## src/rtl/instr_fetch_unit.sv

```systemverilog
// Instruction fetch unit: issues one word read per fetch over req/ack,
// loads the returned word into the IR under IRWre, flags misalign/timeout.
//
// Ports:
//   clk, reset            rising-edge clock, synchronous active-high reset
//   pc_addr               fetch address from the PC
//   fetch_start           fetch request (accepted in IDLE/ERR)
//   IRWre                 IR write enable from the control unit
//   mem_req, mem_addr     registered read request and address
//   mem_ack, mem_rdata    one-cycle ack with read data
//   ir                    instruction register
//   fetch_busy            state is REQ or HOLD
//   fetch_done            one-cycle pulse after ir is loaded
//   fetch_err, err_code   error flag and code (01 misaligned, 10 timeout)
module instr_fetch_unit #(
  parameter int AW      = 32,
  parameter int DW      = 32,
  parameter int TIMEOUT = 15
) (
  input  logic          clk,
  input  logic          reset,
  input  logic [AW-1:0] pc_addr,
  input  logic          fetch_start,
  input  logic          IRWre,
  output logic          mem_req,
  output logic [AW-1:0] mem_addr,
  input  logic          mem_ack,
  input  logic [DW-1:0] mem_rdata,
  output logic [DW-1:0] ir,
  output logic          fetch_busy,
  output logic          fetch_done,
  output logic          fetch_err,
  output logic [1:0]    err_code
);

  typedef enum logic [1:0] {
    IDLE = 2'd0,
    REQ  = 2'd1,
    HOLD = 2'd2,
    ERR  = 2'd3
  } state_t;

  localparam logic [7:0] CNT_LAST = 8'(TIMEOUT - 1);

  state_t        state, state_n;
  logic [7:0]    cnt, cnt_n;
  logic [DW-1:0] data_buf, buf_n;
  logic [DW-1:0] ir_n;
  logic [AW-1:0] addr_n;
  logic          req_n;
  logic          done_n;
  logic          err_n;
  logic [1:0]    code_n;

  assign fetch_busy = (state == REQ) || (state == HOLD);

  always_ff @(posedge clk) begin
    if (reset) begin
      state      <= IDLE;
      cnt        <= '0;
      data_buf   <= '0;
      ir         <= '0;
      mem_addr   <= '0;
      mem_req    <= 1'b0;
      fetch_done <= 1'b0;
      fetch_err  <= 1'b0;
      err_code   <= 2'b00;
    end else begin
      state      <= state_n;
      cnt        <= cnt_n;
      data_buf   <= buf_n;
      ir         <= ir_n;
      mem_addr   <= addr_n;
      mem_req    <= req_n;
      fetch_done <= done_n;
      fetch_err  <= err_n;
      err_code   <= code_n;
    end
  end

  always_comb begin
    state_n = state;
    cnt_n   = cnt;
    buf_n   = data_buf;
    ir_n    = ir;
    addr_n  = mem_addr;
    req_n   = mem_req;
    done_n  = 1'b0;
    err_n   = fetch_err;
    code_n  = err_code;
    unique case (state)
      IDLE, ERR: begin
        if (fetch_start) begin
          if (pc_addr[1:0] != 2'b00) begin
            state_n = ERR;
            err_n   = 1'b1;
            code_n  = 2'b01;
          end else begin
            state_n = REQ;
            addr_n  = pc_addr;
            req_n   = 1'b1;
            cnt_n   = '0;
            err_n   = 1'b0;
            code_n  = 2'b00;
          end
        end
      end
      REQ: begin
        // ack has priority over an expiring timeout
        if (mem_ack) begin
          req_n = 1'b0;
          if (IRWre) begin
            ir_n    = mem_rdata;
            done_n  = 1'b1;
            state_n = IDLE;
          end else begin
            buf_n   = mem_rdata;
            state_n = HOLD;
          end
        end else begin
          cnt_n = cnt + 8'd1;
          if (cnt == CNT_LAST) begin
            req_n   = 1'b0;
            state_n = ERR;
            err_n   = 1'b1;
            code_n  = 2'b10;
          end
        end
      end
      HOLD: begin
        if (IRWre) begin
          ir_n    = data_buf;
          done_n  = 1'b1;
          state_n = IDLE;
        end
      end
      default: state_n = IDLE;
    endcase
  end

endmodule
```

## config.mk

```make
export PLATFORM = sky130hd
export DESIGN_NAME = instr_fetch_unit
export DESIGN_NICKNAME = d
export VERILOG_FILES = /design/src/rtl/instr_fetch_unit.sv
export SDC_FILE = /design/constraint.sdc
export NUM_CORES = 1
export LEC_CHECK = 0
export CAP_MARGIN = 15
export CORE_UTILIZATION = 40
export DETAILED_ROUTE_END_ITERATION = 8
export DONT_BUFFER_PORTS = 1
export GPL_TIMING_DRIVEN = 0
export PLACE_DENSITY = 0.62
export SLEW_MARGIN = 0
export SYNTH_ARGS = -nofsm -noshare
export SYNTH_HDL_FRONTEND = slang
export SYNTH_SLANG_ARGS = --single-unit
```

## constraint.sdc

```tcl
create_clock -name clk -period 3.7 [get_ports clk]
set_input_delay 0.37 -clock clk [delete_from_list [all_inputs] [get_ports clk]]
set_output_delay 0.37 -clock clk [all_outputs]
set_load 0.02 [all_outputs]
```

Word-level counts from Yosys, hierarchy flattened
Index checks and enable logic that the tools add are counted.
- equal/unequal tests: 12
- reduce and logical (&&, ||, !) cells: 13
- add/subtract/negate cells: 1
- mux-type cells: 33
- bitwise logic cells: 2
- operator list (operator ; number):
    $mux W32 ; 3
    $pmux W32 S2 ; 1
    $mux W8 ; 3
    $mux W2 ; 9
    $pmux W8 S2 ; 1
    $reduce_and A4 Y1 ; 4
    $ne A2 B2 Y1 const B ; 6
    $mux W1 ; 11
    $reduce_and A3 Y1 ; 3
    $add A8 B1 Y8 const B ; 1
    $eq A8 B4 Y1 const B ; 1
    $pmux W1 S2 ; 3
    $pmux W2 S3 ; 1
    $reduce_bool A2 Y1 ; 3
    $eq A2 B2 Y1 const B ; 2
    $pmux W2 S2 ; 1
    $ne A3 B2 Y1 const B ; 1
    $eq A2 B1 Y1 const B ; 1
    $logic_not A2 Y1 ; 1
    $ne A2 B1 Y1 const B ; 1
    $not A1 Y1 ; 2
    $reduce_or A2 Y1 ; 1
    $logic_or A1 B1 Y1 ; 1
- bits in registers: 111
- word-level logic and storage cells: 70

Logic depth before layout (Yosys ltp)
Gate-level depths: netlist (run 1).
- depth after elaboration: 4
- gate-level depth with buffers: 9
- mapped depth without buffers: 6

Worst setup path before layout (run 1)
OpenSTA, ideal clock, no wires.
- path kind: register -> register
- from: register state[0]
- to: register mem_addr[29]
- stages on the path, launching flop included: 9
- period minus slack after synthesis: 1.940 ns
- path slack: 1.760 ns
- library setup time: 0.133 ns
- data required time: 3.567 ns
- data arrival time: 1.808 ns
- path through: dfxtp_1 -> inv_1 -> ha_1 -> buf_2 -> inv_1 -> or4_1 -> clkbuf_1 -> nand2_1 -> a21oi_1
- longest elaborated chain between the ends: 3
- elaborated cells on any way between the ends: 4
- those cells by class: 1 x eq/ne; 3 x reduce/logical
- ends and longest elaborated chain (what ; line ; source):
    start, declared ; 45 ; state_t state, state_n;
    start signal, assigned ; 69 ; state <= state_n;
    $eq A2 B2 Y1 or $logic_not A2 Y1 (tied branches) ; 91 ; unique case (state)
    $reduce_or A2 Y1 * ; 91 ;
    $reduce_and A3 Y1 (no source line) * ; - ;
    end signal, assigned ; 73 ; mem_addr <= addr_n;
    end, declared ; 26 ; output logic [AW-1:0] mem_addr,
Mark *: on every way between the ends. The rest lies on a longest branch, timed or not.
A chain may end at the register's enable or synchronous reset.

Worst setup path in the final report (run 1)
- from: register state[0]
- to: register ir[25]
- longest elaborated chain between the ends: 3
- elaborated cells on any way between the ends: 8
- those cells by class: 5 x eq/ne; 1 x mux; 2 x reduce/logical
- ends and longest elaborated chain (what ; line ; source):
    $eq A2 B1 Y1 or $eq A2 B2 Y1 (tied branches) ; 91 ;
    $ne A2 B2 Y1 (no source line) or $reduce_bool A2 Y1 (tied branches) ; - ;
    $reduce_and A4 Y1 (no source line) ; - ;
    end signal, assigned ; 72 ; ir <= ir_n;
    end, declared ; 29 ; output logic [DW-1:0] ir,
Parallel ways exist; a longest one is shown, timed or not.

==> results.toml, run 1 <==
[status]
status = "finished, final reports clean"

[cells_and_area]
final_core_util_pct = 45.3
fin_nets = 598
final-seq-area_um2 = 2220
diodes = 0
drive_gt1_share_pct = 3.41
multi_input_area_um2 = 1940
layout.cells.non_filler = 664
final_area_um2 = 4720
syn_to_final_growth_pct = 8.77
n_fill_cell = 1057

[place]
pre_cts_slack_ps = 1420
placed_cells = 650
post_dp_cell_area_um2 = 4510
gp_congestion = 0.823
place_hpwl_mm = 7.83
port_buffers = 0

[detailed_routing]
first_iter_violations = 233
post_drt_wl_per_cell_um = 16.1
drt_pass1_iterations = 4
drtAntennaViolNets = 0
avgViaCountPerCell = 5.30
postRouteWirelength_mm = 10.7
vias = 3518
drc_errors = 0

[worst_setup_path]
cp.required_ps = 3980
reg2reg_depth = 9
timing_worst_setup_path_type = "flip-flop to flip-flop"
cp-end-kind = "flip-flop"
slowest_stage = "buf_1"
worstPathCellList = "inv_1 -> ha_1 -> clkbuf_1 -> nand2b_1 -> a21boi_0 -> buf_2 -> buf_1 -> nor2_1 -> a211oi_1"
cp_max_fo = 10
cp.arrival_ps = 2590
startpoint_type = "flip-flop"
slowest_delay_ps = 500

[grt]
grt_overflow_total = 0
grt_start_max_net_pins = 17
grt_use_total_pct = 19.4
antenna_found_initial = 0
grt_pass1_wl_mm = 17.2
grt_pass1_vias = 3466

[clocking]
tritoncts = "yes"
numCtsBuffers = 9
clk_pin_slew_ps = 100
clockBufferDepth = 2
cts-root-buf = "clkbuf_8"
ctsHoldBuffers = 0
clock_latency_ps = 360
ctsResizeCount = 0
cts_sinks = 111
clock_tree.htree_level_count = 3
post_cts_buffers = 0

[synthesis]
synth_fa_ha_area_share_pct = 1.15
synth_xor_area_share_pct = 0.404
ys_seq_area_share_pct = 51.2
avgSynthCellArea_um2 = 8.44
synthesis.area_um2 = 4340
synth_nets = 587
yosysWarnings = 0
postSynthCellCount = 514
muxShareOfSynthArea_pct = 7.38
synth.distinct_cells = 34
synth_top_family_by_area = "simple AND/OR/NAND/NOR gates"
synth-seq-cells = 111
synth-compound-area-share_pct = 17.1
yosys.area_share.simple_pct = 18.6

[floorplanning]
chipHeight_um = 106
rows = 37
die_area_um2 = 11300
die_w_um = 106
io_pins = 139
initial_core_util_pct = 41.7
design.core.area_um2 = 10400

[timing]
worst_pin_slew_ps = 738
max_slew_margin_pct = 50.8
final-hold-violation-count = 0
final-max-slew-violation-count = 0
clock.fmax_ghz = 0.431
fin_hold_ws_ps = 125
fin_ws_ps = 1380
fin_worst_skew_ps = 9.86
finalSetupTns_ps = 0
grt_setup_unrepaired = "no"
layout_worst_path_cycle_share_pct = 62.7
period_needed_ps = 2320
setup_viol = 0

[power]
switching_share_pct = 35.3
comb_power_share_pct = 23.2
p_int_mw = 2.05
clkPwrFrac_pct = 24.6
power_switching_mw = 1.12
power_mw = 3.17
vdd_drop_max_v = 0.000295
power_density_nw_per_um2 = 671
power_frac_seq_pct = 52.2
p_leak_nw = 1.52

[worst_hold_path]
holdPathStages = 2
hold_class = "input port to flip-flop"

[flow_run]
cap_violations = 0
==> worst max-delay path: cells and delay by family (launching register included) <==
| kind | cells | cell delay [ps] |
|---|---|---|
| compound gates | 2 | 400 |
| simple gates | 2 | 170 |
| flops | 1 | 330 |
| buf+inv | 4 | 1180 |
| fa+ha+maj | 1 | 140 |
==> layer usage <==
layer  wire length [um]  track usage [%]
met1               4590             23.0
met2               4960             32.5
met3               1020             7.60
met4                114             5.06
met5                  0                0
==> final timing paths <==
| path | start | endpoint | slack, ps |
|---|---|---|---|
| worst max register to register | state[0]$_SDFFE_PP0P_ | ir[25]$_SDFFE_PP0P_ | 1380 |
| worst max-delay path | state[0]$_SDFFE_PP0P_ | ir[25]$_SDFFE_PP0P_ | 1380 |
| worst min-delay path | mem_rdata[9] | data_buf[9]$_SDFFE_PP0P_ | 130 |
| worst min register to register | data_buf[22]$_SDFFE_PP0P_ | data_buf[22]$_SDFFE_PP0P_ | 460 |
==> registers in the layout, summed over array words and instances, names as in the netlist <==
name,flops
fetch_err,1
fetch_done,1
mem_req,1
mem_addr,32
cnt,8
err_code,2
state,2
data_buf,32
ir,32
==> synth_stat cells <==
| library cell | instances | share of area, % |
|---|---|---|
| xnor2_1 | 2 | 0.40 |
| clkbuf_1 | 29 | 2.5 |
| a211o_1 | 1 | 0.20 |
| o21a_1 | 1 | 0.17 |
| a21o_1 | 1 | 0.17 |
| buf_2 | 4 | 0.46 |
| a211oi_1 | 38 | 6.6 |
| or4_1 | 2 | 0.35 |
| and3_1 | 1 | 0.14 |
| nor3b_1 | 2 | 0.35 |
| o21ai_0 | 7 | 0.81 |
| or3_1 | 4 | 0.58 |
| a221oi_1 | 1 | 0.20 |
| a21boi_0 | 2 | 0.35 |
| nor4b_1 | 1 | 0.20 |
| dfxtp_1 | 111 | 51 |
| nand3_1 | 1 | 0.12 |
| nor2b_1 | 1 | 0.14 |
| nor3_1 | 1 | 0.12 |
| nor4_1 | 2 | 0.29 |
| nor4bb_1 | 1 | 0.23 |
| buf_1 | 5 | 0.43 |
| inv_1 | 9 | 0.78 |
| and2_1 | 3 | 0.43 |
| nand4_1 | 1 | 0.14 |
| nor2_1 | 41 | 3.5 |
| ha_1 | 4 | 1.2 |
| a31oi_1 | 1 | 0.14 |
| nand2b_1 | 3 | 0.43 |
| a21oi_1 | 69 | 8.0 |
| mux2i_1 | 32 | 7.4 |
| nand2_1 | 130 | 11 |
| or3b_4 | 1 | 0.26 |
| a2111o_1 | 2 | 0.52 |
==> area by class of cell <==
| cell class | instances | share of cell area, % |
|---|---|---|
| Sequential cell | 111 | 47.1 |
| Inverter | 9 | 0.716 |
| Buffer | 38 | 3.13 |
| Tap cell | 136 | 3.61 |
| Clock inverter | 3 | 1.46 |
| Clock buffer | 11 | 3.00 |
| Multi-Input combinational cell | 356 | 41.0 |
==> logic make-up (layout without fill, tap and decap cells) <==
family	count (synthesis)	count (layout)
buf+inv	47	61
compound gates	123	123
simple gates	195	195
mux	32	32
flops	111	111
xor+xnor	2	2
fa+ha+maj	4	4
==> power by group through the flow <==
stage / Clock (mW) / Sequential [mW] / Combinational [mW]
6_report: 0.778 / 1.65 / 0.736
2_1_floorplan: 0 / 1.65 / 0.589
4_1_cts: 0.808 / 1.66 / 0.740
3_3_place_gp: 0 / 1.68 / 0.720
5_1_grt: 0.849 / 1.68 / 0.833
3_5_place_dp: 0 / 1.69 / 0.737
==> cells in the final DEF, fill, tap and decap left out, types with 2 or more instances in the layout <==
cell	n
buf_2	4
mux2i_1	32
ha_1	4
nand2_1	130
inv_1	9
clkbuf_8	10
dfxtp_1	111
clkbuf_1	30
buf_1	5
or3_1	4
nor3b_1	2
a21oi_1	69
a21boi_0	2
o21ai_0	7
or4_1	2
nor2_1	41
and2_1	3
a211oi_1	38
a2111o_1	2
xnor2_1	2
nor4_1	2
bufinv_16	2
nand2b_1	3
Note: power is estimated with default switching activity, not from simulation.
==> run 2: changes to the inputs <==
clock period = 2.2 ns   (was 3.7 ns; I/O delays follow)
==> run 2 against run 1 <==
Against the previous run: power is 74% higher; clock-buffer cell count stayed put; sequential cell count stayed put; wire length is 9.9% higher; combinational power is 89% higher; sequential power is 68% higher; clock skew is 0.50 ps lower; final area is 14% higher; maximum frequency is 11% higher; sequential share of layout area is 5.8 points lower; worst hold slack worse by 94 ps; global-route usage is 1.7 points higher; critical endpoint is now mem_addr[31]$_SDFFE_PP0P_.
==> results.toml, run 2 (same netlist as run 1, synthesis figures left out) <==
[status]
status = "finished, final reports clean"

[power]
p_leak_nw = 1.81
power_density_nw_per_um2 = 1020
vdd_drop_max_v = 0.000510
power_mw = 5.50

[worst_setup_path]
r2r-end = "mem_addr[31]$_SDFFE_PP0P_"
rrSetupSlack_ps = 110
cp.arrival_ps = 2320
cp-end-kind = "flip-flop"
reg2reg_depth = 8
cp.required_ps = 2430
cp_max_fo = 10
r2r-start = "state[0]$_SDFFE_PP0P_"
startpoint_type = "flip-flop"
timing_worst_setup_path_type = "flip-flop to flip-flop"

[cells_and_area]
drive_gt1_share_pct = 5.43
diodes = 0
layout_common_cells = "130 x nand2_1, 110 x dfxtp_1, 69 x a21oi_1, 63 x dlygate4sd3_1, 41 x nor2_1"
fin_nets = 659
syn_to_final_growth_pct = 24.0
final_common_cell = "nand2_1"
reg_top3 = "data_buf (32), ir (32), mem_addr (32)"

[clocking]
post_cts_buffers = 0
clock_tree.htree_level_count = 3
cts_sinks = 111
numCtsBuffers = 9
clockBufferDepth = 2
cts-root-buf = "clkbuf_8"
clk_pin_slew_ps = 100
clock_latency_ps = 370
tritoncts = "yes"

[detailed_routing]
avgViaCountPerCell = 5.24
drtAntennaViolNets = 0
vias = 3801
drc_errors = 0
post_drt_wl_per_cell_um = 16.2
postRouteWirelength_mm = 11.8
drt_pass1_iterations = 4
first_iter_violations = 259

[grt]
antenna_found_initial = 0
grt_pass1_wl_mm = 18.7
grtUsageMet2_pct = 37.3
grtUsageMet1_pct = 24.4
use_met3_pct = 6.56
grt_overflow_total = 0
grt_pass1_vias = 3887
grt_start_max_net_pins = 17
grt-busiest-layer = "met2"
grt_use_total_pct = 21.0

[floorplanning]
io_pins = 139
rows = 37
die_area_um2 = 11300
die_w_um = 106
design.core.area_um2 = 10400
initial_core_util_pct = 41.7
chipHeight_um = 106

[place]
pre_cts_slack_ps = -76.2
gp_congestion = 0.823
place_hpwl_mm = 7.83
port_buffers = 0

[flow_run]
cap_violations = 0

[timing]
fin_worst_skew_ps = 9.36
worst_pin_slew_ps = 756
final-max-slew-violation-count = 0
clock.fmax_ghz = 0.478
period_needed_ps = 2090
setup_viol = 0
finalSetupTns_ps = 0
layout_worst_path_cycle_share_pct = 95.1
max_slew_margin_pct = 49.6
final-hold-violation-count = 0
grt_setup_unrepaired = "yes"
fin_ws_ps = 108

[worst_hold_path]
hold_class = "input port to flip-flop"
hp-start = "reset"
whs_endpoint = "err_code[0]$_SDFFE_PP0P_"
holdPathStages = 2
run 2: changes by cell type in the layout (fill, tap and decap cells not counted), sizes merged:
cell | previous run | this run
dlygate4sd3 | 0 | 63
clkbuf | 40 | 35
buf | 9 | 12
clkinvlp | 0 | 1
inv | 9 | 8
run 2: area by class of cell:
type	instances	area [um^2]
fillers	979	5040
flip-flops and latches	111	2220
multi-input cells	356	1940
repair buffers	63	631
well taps	136	170
plain buffers	36	165
clock buffers	11	141
clock inverters	3	68.8
inverters	9	37.5
run 2: worst max-delay path by stage:
stage | from | slack, ps | to | depth (start not counted)
after floorplan | state[0]$_SDFFE_PP0P_ | 260 | mem_addr[29]$_SDFFE_PP0P_ | 8
after global placement | state[0]$_SDFFE_PP0P_ | -40 | mem_addr[29]$_SDFFE_PP0P_ | 8
after detailed placement | state[0]$_SDFFE_PP0P_ | -80 | mem_addr[31]$_SDFFE_PP0P_ | 8
after CTS | state[0]$_SDFFE_PP0P_ | 30 | mem_addr[31]$_SDFFE_PP0P_ | 8
after global routing | state[0]$_SDFFE_PP0P_ | -5 | mem_addr[17]$_SDFFE_PP0P_ | 8
final | state[0]$_SDFFE_PP0P_ | 110 | mem_addr[31]$_SDFFE_PP0P_ | 8
run 2: critical path: stages, from the launching register on:
cell        delay, ps
dfxtp_2           340
inv_1              50
ha_2              340
buf_6             140
clkinvlp_4        160
or4_4             590
buf_4             200
nand2_1            70
a21oi_1            60
run 2: power by group:
group          total, mW  switching, mW  internal (mW)
Combinational       1.39          0.796          0.589
Clock               1.33          0.661          0.664
Sequential          2.78          0.479           2.31
run 2: through the flow:
stage	area (um^2)	hold WS (ps)	instances	util (%)
after floorplan	4340	356	514	-
after global placement	4510	358	650	43.3
after detailed placement	4510	362	650	43.3
after CTS	5360	15.8	726	51.4
after global routing	5380	10.3	725	51.7
final	5380	31.6	725	51.7
run 2: layer usage:
metal  wire length [um]  vias up  part of all wire [%]
li1                   -     1882                     -
met1               5080     1785                    43
met2               5690      121                    48
met3                866       13                   7.4
met4                114        0                  0.97
met5                  0        -                     0
run 2: repair_timing:
item                                    4_1_cts  5_1_grt
endpoints found under the hold margin        63        0
endpoints found under the setup margin       45       62
pin swaps                                     0        1
resized for setup                             6       24
hold buffers                                 63        0
==> run 3: changes to the inputs <==
CAP_MARGIN = 20   (was 15)
PLACE_DENSITY = unset   (was 0.62)
RECOVER_POWER = 50   (was unset)
==> run 3 against run 2 <==
Against the previous run: non-clock buffer count shrank 1; final cell count rose by 0.14%; worst hold slack improved by 2.4 ps; sequential cell count unchanged; sequential share of layout area is 0.15 points higher; register-to-register slack hardly changed; maximum frequency up 0.19%; worst setup slack improved by 4.0 ps; clock-buffer cell count fell by 1; critical endpoint is now mem_addr[11]$_SDFFE_PP0P_.
==> results.toml, run 3 (same netlist as run 1, synthesis figures left out) <==
[grt]
grt_pass1_vias = 3727
grt_pass1_wl_mm = 18.4
antenna_found_initial = 0
grt_overflow_total = 0
grt_start_max_net_pins = 20
grt_use_total_pct = 20.5

[power]
vdd_drop_max_v = 0.000496
power_switching_mw = 1.99
p_leak_nw = 1.81
power_frac_seq_pct = 51.3
comb_power_share_pct = 25.5
switching_share_pct = 36.7
clkPwrFrac_pct = 23.1
p_int_mw = 3.43
power_density_nw_per_um2 = 1010

[floorplanning]
die_area_um2 = 11300
chipHeight_um = 106
io_pins = 139
design.core.area_um2 = 10400
die_w_um = 106
rows = 37
initial_core_util_pct = 41.7

[detailed_routing]
wl_met2_mm = 5.48
wl_met3_um = 876
top_layer = "met4"
avgViaCountPerCell = 5.25
wl_met1_mm = 5.17
drc_errors = 0
vias = 3813
first_iter_violations = 313
postRouteWirelength_mm = 11.6
drtAntennaViolNets = 0
post_drt_wl_per_cell_um = 16.0
drt_pass1_iterations = 4

[clocking]
numCtsBuffers = 9
cts_sinks = 111
clock_tree.htree_level_count = 3
clockBufferDepth = 2
tritoncts = "yes"
clock_latency_ps = 360
cts-root-buf = "clkbuf_8"
clk_pin_slew_ps = 110

[timing]
fin_hold_ws_ps = 33.9
final-max-slew-violation-count = 0
setup_viol = 0
grt_setup_unrepaired = "yes"
final-hold-violation-count = 0
layout_worst_path_cycle_share_pct = 94.9
period_needed_ps = 2090
worst_pin_slew_ps = 744
max_slew_margin_pct = 50.4
fin_worst_skew_ps = 14.8
clock.fmax_ghz = 0.479

[cells_and_area]
final_common_cell = "nand2_1"
fin_nets = 658
reg_top3 = "data_buf (32), ir (32), mem_addr (32)"
drive_gt1_share_pct = 5.93
final_area_um2 = 5360
final-seq-area_um2 = 2220
syn_to_final_growth_pct = 23.5
layout_common_cells = "130 x nand2_1, 111 x dfxtp_1, 69 x a21oi_1, 62 x dlygate4sd3_1, 41 x nor2_1"
n_fill_cell = 968
diodes = 0
multi_input_area_um2 = 1940

[worst_setup_path]
rrSetupSlack_ps = 110
startpoint_type = "flip-flop"
cp-end-kind = "flip-flop"
slowest_stage = "or4_4"
timing_worst_setup_path_type = "flip-flop to flip-flop"
worstPathCellList = "inv_1 -> ha_1 -> buf_6 -> clkinvlp_4 -> or4_4 -> clkbuf_4 -> nand2_1 -> a21oi_1"
cp_max_fo = 10
slowest_delay_ps = 540
cp.required_ps = 2440
cp.arrival_ps = 2330

[flow_run]
cap_violations = 0

[place]
gp_congestion = 0.780
place_hpwl_mm = 7.85
post_dp_cell_area_um2 = 4510
port_buffers = 0

[status]
status = "finished, final reports clean"

[worst_hold_path]
hold_class = "input port to flip-flop"
-- run 3: cell count changes in the layout (fill, tap and decap cells not counted), sizes merged --
cell / change
buf: -5
clkinv: -1
dlygate4sd3: -1
inv: +4
bufinv: -1
clkinvlp: +1
clkbuf: +4
-- run 3: stage by stage --
stage               TNS [ps]  total power [mW]  cells  setup slack (ps)  utilization [%]
floorplan                  0              3.76    514               260                -
CTS                        0              5.43    728              3.46             51.3
detailed placement     -1590              4.08    650             -80.2             43.3
global route           -74.3              5.73    726             -17.1             51.4
global placement        -699              4.04    650             -36.7             43.3
finish                     0              5.42    726               112             51.4
-- run 3: path summary, 6_finish.rpt --
path | cells past startpoint | startpoint | to
setup / recovery | 8 | state[0]$_SDFFE_PP0P_ | mem_addr[11]$_SDFFE_PP0P_
hold / removal | 1 | IRWre | fetch_done$_SDFF_PP0_
setup reg to reg | 8 | state[0]$_SDFFE_PP0P_ | mem_addr[11]$_SDFFE_PP0P_
hold reg to reg | 2 | data_buf[5]$_SDFFE_PP0P_ | data_buf[5]$_SDFFE_PP0P_
-- run 3: power groups by stage --
| stage | clock network, mW | logic (mW) | registers [mW] |
|---|---|---|---|
| after floorplan | 0 | 0.990 | 2.77 |
| final | 1.25 | 1.38 | 2.78 |
| after global placement | 0 | 1.21 | 2.83 |
| after global routing | 1.36 | 1.55 | 2.82 |
| after CTS | 1.29 | 1.35 | 2.79 |
| after detailed placement | 0 | 1.24 | 2.84 |
-- run 3: final cells by class --
cell class	instances	area share, %
plain buffers	36	3.11
repair buffers	62	11.6
multi-input cells	356	36.2
well taps	136	3.18
flip-flops and latches	111	41.5
clock inverters	6	1.35
inverters	9	0.701
clock buffers	10	2.38
-- run 3: routing by layer --
| metal | GRT usage (%) | up-vias |
|---|---|---|
| met5 | 0 | - |
| met4 | 5.75 | 0 |
| met3 | 5.52 | 10 |
| met2 | 35.6 | 133 |
| met1 | 24.9 | 1783 |
| li1 | - | 1887 |
-- run 3: worst max-delay path, delay by kind of cell (launching register included) --
kind	cells	cell delay, ps
compound gates	1	70
fa+ha+maj	1	330
buf+inv	4	600
flops	1	350
simple gates	2	630
-- run 3: timing repair --
action / in CTS / in global routing
hold buffers: 62 / 0
gates cloned: 0 / 0
setup endpoints to repair: 39 / 69
hold endpoints to repair: 62 / 0
buffers inserted: 0 / 0
gates resized for setup: 6 / 21
